### config.mk
export PLATFORM = sky130hd
export DESIGN_NAME = alu_issue_ctrl
export DESIGN_NICKNAME = d
export VERILOG_FILES = /design/src/rtl/alu_pkg.sv /design/src/rtl/alu_issue_regfile.sv /design/src/rtl/alu_issue_ctrl.sv
export SDC_FILE = /design/constraint.sdc
export NUM_CORES = 1
export LEC_CHECK = 0
export CAP_MARGIN = 20
export CORE_ASPECT_RATIO = 1.5
export CORE_UTILIZATION = 62
export CTS_CLUSTER_SIZE = 24
export DETAILED_ROUTE_END_ITERATION = 6
export PLACE_DENSITY = 0.91
export SETUP_SLACK_MARGIN = 0.5
export SLEW_MARGIN = 5
export SYNTH_ARGS = -nofsm -noshare
export SYNTH_HDL_FRONTEND = slang
export SYNTH_SLANG_ARGS = --single-unit
export TNS_END_PERCENT = 5
### constraint.sdc
create_clock -name clk -period 3.2 [get_ports clk]
set_clock_uncertainty 0.2 [all_clocks]
set_input_delay 0.48 -clock clk [delete_from_list [all_inputs] [get_ports clk]]
set_output_delay 0.48 -clock clk [all_outputs]
set_load 0.03 [all_outputs]
### src/rtl/alu_pkg.sv
// Shared definitions for the ALU issue controller:
// ALU control codes, opcodes, funct codes, FSM states.
package alu_pkg;

  localparam int WIDTH = 16;
  localparam int NREGS = 8;

  localparam logic [3:0] CTRL_AND = 4'b0000;
  localparam logic [3:0] CTRL_OR  = 4'b0001;
  localparam logic [3:0] CTRL_ADD = 4'b0010;
  localparam logic [3:0] CTRL_SUB = 4'b0110;
  localparam logic [3:0] CTRL_SLT = 4'b0111;

  localparam logic [3:0] OP_RTYPE = 4'b0000;
  localparam logic [3:0] OP_ADDI  = 4'b0001;

  localparam logic [2:0] FN_AND = 3'b000;
  localparam logic [2:0] FN_OR  = 3'b001;
  localparam logic [2:0] FN_ADD = 3'b010;
  localparam logic [2:0] FN_SUB = 3'b110;
  localparam logic [2:0] FN_SLT = 3'b111;

  typedef enum logic [1:0] {
    S_IDLE,
    S_DECODE,
    S_EXEC,
    S_WB
  } state_e;

endpackage

### src/rtl/alu_issue_regfile.sv
// 8x16 register file: one write port, read ports rs/rt/dbg.
// Macro ALU_ISSUE_R0_ZERO_EN: r0 hardwired to zero.
module alu_issue_regfile
  import alu_pkg::*;
(
  input  logic             clk,
  input  logic             rst_n,
  input  logic             we,
  input  logic [2:0]       waddr,
  input  logic [WIDTH-1:0] wdata,
  input  logic [2:0]       rs_addr,
  input  logic [2:0]       rt_addr,
  input  logic [2:0]       dbg_addr,
  output logic [WIDTH-1:0] rs_data,
  output logic [WIDTH-1:0] rt_data,
  output logic [WIDTH-1:0] dbg_data
);

  logic [WIDTH-1:0] mem [NREGS];
  logic             we_eff;

`ifdef ALU_ISSUE_R0_ZERO_EN
  assign we_eff   = we && (waddr != 3'd0);
  assign rs_data  = (rs_addr == 3'd0) ? '0 : mem[rs_addr];
  assign rt_data  = (rt_addr == 3'd0) ? '0 : mem[rt_addr];
  assign dbg_data = (dbg_addr == 3'd0) ? '0 : mem[dbg_addr];
`else
  assign we_eff   = we;
  assign rs_data  = mem[rs_addr];
  assign rt_data  = mem[rt_addr];
  assign dbg_data = mem[dbg_addr];
`endif

  always_ff @(posedge clk or negedge rst_n) begin
    if (!rst_n) begin
      for (int i = 0; i < NREGS; i++) begin
        mem[i] <= '0;
      end
    end else if (we_eff) begin
      mem[waddr] <= wdata;
    end
  end

endmodule

### src/rtl/alu_issue_ctrl.sv
// Issue controller: decodes an instruction, drives the ALU, writes back.
// Ports: instr handshake, ALU source1/source2/ALU_CTRL/result, done/err/wb_data, dbg read.
// Macro ALU_ISSUE_R0_ZERO_EN: r0 reads zero, writes to r0 dropped.
module alu_issue_ctrl
  import alu_pkg::*;
(
  input  logic             clk,
  input  logic             rst_n,
  input  logic             instr_valid,
  input  logic [15:0]      instr,
  output logic             instr_ready,
  output logic [WIDTH-1:0] source1,
  output logic [WIDTH-1:0] source2,
  output logic [3:0]       ALU_CTRL,
  input  logic [WIDTH-1:0] result,
  output logic             done,
  output logic             err,
  output logic [WIDTH-1:0] wb_data,
  input  logic [2:0]       dbg_addr,
  output logic [WIDTH-1:0] dbg_data
);

  state_e           state, state_nx;
  logic [15:0]      instr_q;
  logic             err_q;
  logic [3:0]       op;
  logic [2:0]       rd, rs, rt, fn;
  logic [WIDTH-1:0] imm;
  logic [WIDTH-1:0] rs_data, rt_data;
  logic             legal;
  logic             is_addi;
  logic [3:0]       ctrl;

  assign op  = instr_q[15:12];
  assign rd  = instr_q[11:9];
  assign rs  = instr_q[8:6];
  assign rt  = instr_q[5:3];
  assign fn  = instr_q[2:0];
  assign imm = {{(WIDTH-6){instr_q[5]}}, instr_q[5:0]};

  always_comb begin
    legal   = 1'b0;
    is_addi = 1'b0;
    ctrl    = CTRL_AND;
    unique case (1'b1)
      op == OP_RTYPE && fn == FN_AND: begin
        legal = 1'b1; ctrl = CTRL_AND;
      end
      op == OP_RTYPE && fn == FN_OR: begin
        legal = 1'b1; ctrl = CTRL_OR;
      end
      op == OP_RTYPE && fn == FN_ADD: begin
        legal = 1'b1; ctrl = CTRL_ADD;
      end
      op == OP_RTYPE && fn == FN_SUB: begin
        legal = 1'b1; ctrl = CTRL_SUB;
      end
      op == OP_RTYPE && fn == FN_SLT: begin
        legal = 1'b1; ctrl = CTRL_SLT;
      end
      op == OP_ADDI: begin
        legal = 1'b1; is_addi = 1'b1; ctrl = CTRL_ADD;
      end
      default: ;
    endcase
  end

  always_ff @(posedge clk or negedge rst_n) begin
    if (!rst_n) state <= S_IDLE;
    else        state <= state_nx;
  end

  always_comb begin
    state_nx = state;
    unique case (state)
      S_IDLE:   if (instr_valid) state_nx = S_DECODE;
      S_DECODE: state_nx = legal ? S_EXEC : S_WB;
      S_EXEC:   state_nx = S_WB;
      S_WB:     state_nx = S_IDLE;
      default:  state_nx = S_IDLE;
    endcase
  end

  assign instr_ready = (state == S_IDLE);
  assign done        = (state == S_WB);
  assign err         = (state == S_WB) && err_q;

  always_ff @(posedge clk or negedge rst_n) begin
    if (!rst_n) begin
      instr_q  <= '0;
      err_q    <= 1'b0;
      source1  <= '0;
      source2  <= '0;
      ALU_CTRL <= CTRL_AND;
      wb_data  <= '0;
    end else begin
      if (state == S_IDLE && instr_valid) instr_q <= instr;
      if (state == S_DECODE) begin
        err_q <= !legal;
        // Illegal instructions leave the ALU inputs untouched.
        if (legal) begin
          source1  <= rs_data;
          source2  <= is_addi ? imm : rt_data;
          ALU_CTRL <= ctrl;
        end else begin
          wb_data <= '0;
        end
      end
      if (state == S_EXEC) wb_data <= result;
    end
  end

  alu_issue_regfile u_rf (
    .clk      (clk),
    .rst_n    (rst_n),
    .we       (state == S_WB && !err_q),
    .waddr    (rd),
    .wdata    (wb_data),
    .rs_addr  (rs),
    .rt_addr  (rt),
    .dbg_addr (dbg_addr),
    .rs_data  (rs_data),
    .rt_data  (rt_data),
    .dbg_data (dbg_data)
  );

endmodule

=== Word-level counts from Yosys, hierarchy flattened ===
Cells that the tools add are included.

* Magnitude comparators: 5
* Equality and inequality tests: 10
* Divide/modulo/power cells: 0
* $add $sub $neg: 0
* Shifts and indexed selects: 0
* Bitwise operators: 4
* Multipliers: 0
* Reductions and logical operators: 19
* Multiplexer cells: 22

{| class="wikitable"
|+ Operators by type and width
! kind !! number
|-
| two-way mux 16 bit || 11
|-
| binary-select mux 16 bit (select 3 bit) || 3
|-
| bitwise mux 128 bit || 1
|-
| demux 16 bit (select 3 bit) || 1
|-
| >= comparator 4 bit, second input constant || 4
|-
| NOT 3 -> 4 bit || 4
|-
| one-hot mux 3 bit (4 select lines) || 1
|-
| logical AND 1 bit || 9
|-
| one-hot mux 2 bit (4 select lines) || 1
|-
| equality test 3 bit, second input constant || 2
|-
| OR reduction 6 bit || 1
|-
| equality test 2 bit, second input constant || 2
|-
| equality test 4 x 1 -> 1 bit, second input constant || 1
|-
| logical NOT 4 bit || 1
|-
| less-than comparator 4 x 1 -> 1 bit, second input constant || 1
|-
| AND reduction 2 bit || 2
|-
| equality test 3 x 1 -> 1 bit, second input constant || 1
|-
| equality test 3 x 2 -> 1 bit, second input constant || 1
|-
| logical NOT 3 bit || 1
|-
| two-way mux 1 bit || 3
|-
| equality test 2 x 1 -> 1 bit, second input constant || 1
|-
| logical NOT 1 bit || 2
|-
| logical NOT 2 bit || 1
|-
| two-way mux 2 bit || 1
|-
| other kinds (4) || 4
|}

* Bits in latches: 0
* Output and inout port bits: 71
* Input bits: 38
* Word-level logic and storage cells: 75
* RAM bits: 0
* Bits in registers: 199
* Memories kept: 0
* ROM bits: 0

=== Depth between registers and ports, before layout ===
Gate-level depths: netlist of run 1.

* Depth after elaboration: 7
* Depth in mapped cells: 7

=== Modules after synthesis ===
A second synthesis of run 1 with hierarchy kept.

* Cell total of the unflattened synthesis: 654
* Area, all modules: 11066.9 sq um

{| class="wikitable"
|+ By module, submodules not included
! module !! area an instance (sq um) !! sequential area each (sq um) !! times used !! cells an instance
|-
| alu_issue_regfile || 8072.7 || 3203.1 || 1 || 450
|-
| alu_issue_ctrl || 2994.1 || 1751.7 || 1 || 204
|}

=== Worst setup path after synthesis of run 1 ===
OpenSTA, ideal clock, no wires.

* Kind: input -> output
* Start: input port dbg_addr[0]
* End: output port dbg_data[0]
* Slack: 0.652 ns
* Buffers on the path: 2
* Stages: 4
* Data arrival time: 1.868 ns
* Path through: clkbuf_1 -> buf_2 -> mux4_2 -> mux2_2

* Cells in the longest elaborated chain, start to end: 4

{| class="wikitable"
|+ RTL lines
! item !! RTL line !! RTL
|-
| start: declaration || alu_issue_ctrl.sv:19 || <nowiki>input logic [2:0] dbg_addr,</nowiki>
|-
| NOT 3 -> 4 bit (implied by the code) || alu_issue_regfile.sv:31 || <nowiki>assign dbg_data = mem[dbg_addr];</nowiki>
|-
| binary-select mux 16 bit (select 3 bit) || alu_issue_regfile.sv:31 ||
|-
| two-way mux 16 bit (implied by the code) (2 in series) || alu_issue_regfile.sv:31 ||
|-
| end: declaration || alu_issue_ctrl.sv:20 || <nowiki>output logic [WIDTH-1:0] dbg_data</nowiki>
|}

Every way passes these cells. The select of a mux whose other input is x is not followed.

=== Worst setup path in the final report of run 1 ===
* Start: register u_rf.mem[6] in the netlist's numbering
* End: output port dbg_data[6]

* Cells in the longest elaborated chain, start to end: 3

{| class="wikitable"
|+ RTL lines
! item !! RTL line !! RTL
|-
| start: declaration || alu_issue_regfile.sv:19 || <nowiki>logic [WIDTH-1:0] mem [NREGS];</nowiki>
|-
| start signal: indexed assignment || alu_issue_regfile.sv:40 || <nowiki>mem[waddr] <= wdata;</nowiki>
|-
| binary-select mux 16 bit (select 3 bit) || alu_issue_regfile.sv:31 ||
|-
| two-way mux 16 bit (implied by the code) (2 in series) || alu_issue_regfile.sv:31 ||
|}

Every way passes these cells. The select of a mux whose other input is x is not followed.

==> results of run 1 <==
path summary, 6_finish.rpt:
check | end | slack [ns]
max | dbg_data[6] | 0.48
min | ALU_CTRL[1] | 0.31
max reg2reg | u_rf.mem[95] | 0.66
min reg2reg | ALU_CTRL[1] | 0.31
max in group asynchronous | instr_q[6] | 1.56
min in group asynchronous | u_rf.mem[91] | 0.41
cells by family after synthesis:
family / count (synthesis)
AO/OA/AOI/OAI: 106
adder cells (fa/ha/maj): 4
buffers and inverters: 62
flip-flops: 198
multiplexers: 278
other: 1
AND/OR/NAND/NOR: 45
metal layers:
| layer | up-vias | part of all wire [%] |
|---|---|---|
| li1 | 2906 | - |
| met1 | 3803 | 35 |
| met2 | 483 | 50 |
| met3 | 108 | 9.1 |
| met4 | 0 | 5.6 |
| met5 | - | 0 |
stage by stage:
stage | instances | instance area, µm² | TNS [ns]
CTS | 1016 | 12380 | 0
global route | 1017 | 12380 | 0
finish | 1017 | 12380 | 0
floorplan | 694 | 10560 | 0
global placement | 983 | 11770 | 0
detailed placement | 983 | 11770 | -0.05606
worst reg2reg max path, stage by stage, from the launching register on:
cell and delay (ns):
dfrtp_1 0.43, ha_1 0.29, nor3b_2 0.38, nand3b_2 0.62, mux2_2 0.52
Yosys cell counts, types with 2 or more instances:
cell type / number
a21oi_1: 15
a22o_1: 16
and2_1: 2
buf_1: 4
buf_2: 24
buf_4: 11
buf_6: 3
clkbuf_1: 16
dfrtp_1: 198
ha_1: 4
inv_1: 3
mux2_2: 162
mux2i_1: 19
mux4_1: 7
mux4_2: 89
nand2_1: 9
nand2b_1: 5
nand3b_2: 2
nor2_1: 14
nor3b_4: 2
o21ai_0: 48
o21ai_1: 7
o31ai_1: 3
o31ai_2: 10
o41ai_1: 2
power by group through the flow:
stage | clock, W | combinational, W | sequential, W
2_1_floorplan | 0 | 0.00293 | 0.00401
3_3_place_gp | 0 | 0.00408 | 0.00410
3_5_place_dp | 0 | 0.00425 | 0.00419
4_1_cts | 0.00216 | 0.00429 | 0.00417
5_1_grt | 0.00227 | 0.00452 | 0.00430
6_report | 0.00215 | 0.00430 | 0.00420
flip-flops by register name (all words and copies together) (netlist names):
| name | flops |
|---|---|
| state | 2 |
| wb_data | 16 |
| err_q | 1 |
| ALU_CTRL | 3 |
| u_rf.mem | 128 |
| source1 | 16 |
| instr_q | 16 |
| source2 | 16 |
timing repair:
| item | CTS | global route |
|---|---|---|
| endpoints found under the hold margin | 73 | 0 |
| hold buffers | 1 | 0 |
| pin swaps | 0 | 0 |
| resized for setup | 9 | 3 |
| setup endpoints to repair | 16 | 3 |
cell type report:
type	count	area (µm²)
clock inverter	15	161.4
inverter	3	11.26
timing repair buffer	139	1300
clock buffer	17	425.4
fill	984	4309
tap	210	262.8
multi-input combinational	434	5261
antenna	1	2.502
sequential	198	4957
==> run summary, run 1 <==
vias in the first global route = 7668
post-synth top area share = 46.92%
Area growth, synth to finish = 17.27%
DP HPWL = 18260 µm
fraction of layout cells with a size suffix above 1 = 44.04%
maximum fanout along the worst path = 4
clock latency at the later pin of the worst-skew pair = 0.44 ns
post-route minimum period = 2.716 ns
CORE AREA = 16690 µm²
DRC = 0
drt pass-1 iters = 5
Synth area leaders = dfrtp_1, mux4_2, mux2_2, o21ai_0, mux2i_1
Worst IR Drop VDD = 0.0008262 V
IO Port Bufs = 107
I/O pins = 109
CP startpoint = u_rf.mem[6]
Max-slew headroom = 30.04%
mapped cell area = 10560 µm²
main combinational cell family by area after synthesis = multiplexers
compound-gate portion of the synthesized area = 6.707%
Root Buffer = clkbuf_16
CTS Buf Count = 17
P_leak = 5.571 nW
leading cell type in the layout, fill and taps excluded = dfrtp_1
Most Crowded Layer GR = met2
CP top delay family = multiplexers
Post-synth EDFFs = 0
Worst EP arrival = 2.04 ns
starting density of the core = 63.26%
Die Span Y = 161.8 µm
XOR/XNOR share of the synthesized area = 0%
fmax = 368.2 MHz
status = finished clean
Yosys Warn Count = 0
crit path capture type = output port
top cell type by total area after synthesis = dfrtp_1
NetSw = 0.004249 W
Global Route met2 Usage = 53.74%
critical hold path startpoint = ALU_CTRL[1]
Reg clk slew, reported paths = 0.07 ns
Final Setup Violations = 0
post-route ant nets = 0
mux contribution to synthesized area = 39.95%
Levels on crit path = 3
fraction of power spent switching nets = 39.87%
Max-Cap Viols = 0
RR Startpoint = state[0]
Fin. Hold Viols = 0
met1 Use GR = 43.23%
slew at the pin closest to its max-slew limit = 1.049 ns
drt wl/cell = 27.83 µm
Final Cycle Share = 84.86%
hold crit path type = reg2reg
fin. max-slew vios = 0
Mean Syn Cell Area = 15.21 µm²
final wirelength = 28300 µm
hold slack = 0.3126 ns
total power = 0.01066 W
post-synthesis simple-gate area fraction = 2.666%
Die Wd = 108.6 µm
Clock Path Buffers = 2
gr usage total = 34.73%
DRT iter0 DRCs = 577
Place WS = -0.03916 ns
CTS sink cnt = 198
vias post-DR = 7300
Post-Syn Nets = 736
Seq/Total Area, Yosys = 46.92%
Power Density = 860.7 nW/µm²
die area = 17570 µm²
DR vias/cell = 7.178
total gr overflow = 0
hold path depth = 1
TritonCTS clock tree = yes
CP Buf/Inv Count = 1
Worst Path Required = 2.52 ns
postcts setup bufs = 0
largest stage delay on the critical path = 0.50 ns
RSZ-0062 raised after global routing = true
ys flop type = dfrtp_1
slowest CP cell = mux4_2
Gate power share = 40.4%
Clk network pwr share = 20.2%
crit path cell chain = mux4_2, mux2_2, clkdlybuf4s15_1
P_int = 0.006408 W
htree depth = 4
sequential share of power = 39.4%
Final Net Count = 835
kind of critical path = reg2out
Gate Count Post-Synth = 694
Synth cell types = 44
first-pass GRT wire length = 44020 µm
GP Congestion = 0.8467
Worst setup SP type = flip-flop
Worst Setup Slack, final = 0.4844 ns
Synth Register Bits = 198
largest net degree at the start of global routing = 78
most frequent cells in the layout = dfrtp_1, mux2_2, mux4_2
Synth Area in Adders = 0.4740%
Final Core Density = 74.18%
met3 usage = 9.711%
ys async rst share = 100.0%
Rows = 58
antenna violations before repair = 1
reg2reg path depth = 4
(Power assumes the default switching activity.)
==> inputs of run 2 (changes only) <==
Settings changed: CORE_UTILIZATION 62 to 52, PLACE_DENSITY 0.91 to 0.82.
Clock period 3.2 ns to 2.2 ns, I/O delays scaled along.
==> run 2 against run 1 <==
Effect of this change: the run now ends with setup timing left; non-clock buffer count grew 80; critical path depth is the same; power grew 65%; critical endpoint is now dbg_data[8]; register-to-register slack lost 0.64 ns; combinational power grew 98%; sequential share of layout area shrank 4.9 points; final cell count grew 13%.
==> run summary, run 2 (synthesis results as in run 1) <==
CP Buf/Inv Count = 1
most frequent cells in the layout = dfrtp_1, mux2_4, mux4_2
slew at the pin closest to its max-slew limit = 0.5005 ns
failing checks = setup timing
Worst IR Drop VDD = 0.0007514 V
total power = 0.01755 W
fraction of layout cells with a size suffix above 1 = 64.22%
drt wl/cell = 28.79 µm
Die Span Y = 176.5 µm
Max-slew headroom = 66.64%
diode count = 0
I/O pins = 109
htree depth = 4
CP top delay family = multiplexers
drt pass-1 iters = 7
Worst Path Required = 1.67 ns
leading cell type in the layout, fill and taps excluded = dfrtp_1
largest net degree at the start of global routing = 56
hold crit path type = in2async
IO Port Bufs = 107
antenna violations before repair = 0
Area growth, synth to finish = 34.68%
Reg clk slew, reported paths = 0.07 ns
RSZ-0062 raised after global routing = true
fin. max-slew vios = 0
Rows = 63
Place WS = -0.2321 ns
Final Net Count = 915
crit path cell chain = mux4_2, mux2_4, buf_6
P_leak = 6.484 nW
maximum fanout along the worst path = 2
Die Wd = 118.4 µm
DR vias/cell = 6.721
vias post-DR = 7702
TritonCTS clock tree = yes
Final Setup Violations = 16
CTS Buf Count = 17
status = finished, violations left
final wirelength = 32990 µm
post-route minimum period = 2.364 ns
slowest CP cell = mux4_2
Worst setup SP type = flip-flop
CORE AREA = 19860 µm²
DRT iter0 DRCs = 840
fmax = 423.0 MHz
CTS sink cnt = 198
largest stage delay on the critical path = 0.52 ns
Reg with most FFs = u_rf.mem
Root Buffer = clkbuf_16
Fillers = 1170
first-pass GRT wire length = 49620 µm
Power Density = 1234 nW/µm²
gr usage total = 32.39%
clock latency at the later pin of the worst-skew pair = 0.45 ns
vias in the first global route = 8322
Clock Path Buffers = 2
setup TNS = -1.749 ns
DRC = 0
Worst Setup Slack, final = -0.1643 ns
die area = 20890 µm²
DP HPWL = 18270 µm
hold slack = 0.2218 ns
Max-Cap Viols = 0
Worst EP arrival = 1.83 ns
post-route ant nets = 0
GP Congestion = 0.8195
starting density of the core = 53.16%
crit path capture type = output port
Placed Cells = 1039
total gr overflow = 0
max reg flops = 128
fin cells = 1146
kind of critical path = reg2out
Fin. Hold Viols = 0
Final Cycle Share = 107.5%
-- run 2: cell types whose count changed in the layout (fill, tap and decap cells not counted), sizes merged, moves of 2 or more --
cell	before	now
inv	10	5
clkdlybuf4s50	88	34
buf	46	154
clkbuf	19	21
clkdlybuf4s15	2	28
-- run 2: routing by layer --
| layer | global-route usage, % | wire length, µm | vias up |
|---|---|---|---|
| met4 | 22.12 | 1953 | 0 |
| met5 | 0 | 0 | - |
| met1 | 37.42 | 11660 | 3987 |
| met2 | 53.50 | 16700 | 531 |
| li1 | - | - | 3045 |
| met3 | 7.849 | 2680 | 139 |
-- run 2: report_power, final --
group	internal [W]	switching, W
registers	0.00467	0.00128
clock network	0.00167	0.00142
logic	0.00434	0.00417
total	0.0107	0.00687
-- run 2: area by class of cell --
| class | count | area [µm²] | area share, % |
|---|---|---|---|
| multi-input cells | 434 | 6076 | 42.72 |
| flip-flops and latches | 198 | 4990 | 35.09 |
| repair buffers | 219 | 2252 | 15.84 |
| clock buffers | 19 | 432.9 | 3.044 |
| well taps | 260 | 325.3 | 2.288 |
| clock inverters | 13 | 131.4 | 0.9238 |
| inverters | 3 | 13.76 | 0.09678 |
-- run 2: worst paths after layout --
| path | from | to | depth (start not counted) | slack, ns |
|---|---|---|---|---|
| min in group clk | result[8] | wb_data[8] | 2 | 0.28 |
| worst max register to register | state[0] | u_rf.mem[77] | 5 | 0.02 |
| worst min-delay path | rst_n | wb_data[4] | 2 | 0.22 |
| worst min register to register | ALU_CTRL[2] | ALU_CTRL[2] | 2 | 0.33 |
| worst max-delay path | u_rf.mem[72] | dbg_data[8] | 3 | -0.16 |
| max in group asynchronous | rst_n | instr_q[3] | 3 | 0.93 |
-- run 2: worst register-to-register path, delay by kind of cell (launching register included) --
| family | cells | cell delay, ns |
|---|---|---|
| and+or+nand+nor | 2 | 0.66 |
| DFF | 1 | 0.45 |
| buffers and inverters | 1 | 0.22 |
| adders and majority gates | 1 | 0.19 |
| muxes | 1 | 0.34 |
-- run 2: repair_timing --
action | 4_1_cts | 5_1_grt
setup buffers | 55 | 18
pin swaps | 68 | 71
gates resized for setup | 424 | 90
hold buffers | 1 | 0
setup endpoints to repair | 266 | 234
cloned | 1 | 0
hold endpoints to repair | 50 | 0
-- run 2: stage by stage --
stage / utilization [%] / area (µm²)
3_3_place_gp: 61.59 / 12230
4_1_cts: 69.98 / 13900
2_1_floorplan: - / 10730
3_5_place_dp: 61.59 / 12230
5_1_grt: 71.59 / 14220
6_report: 71.59 / 14220
==> inputs of run 3 (changes only) <==
Settings changed: SLEW_MARGIN 5 to 20.
==> results of run 3 <==
Same layout as run 2: the final DEF is identical, and so are final timing and power.
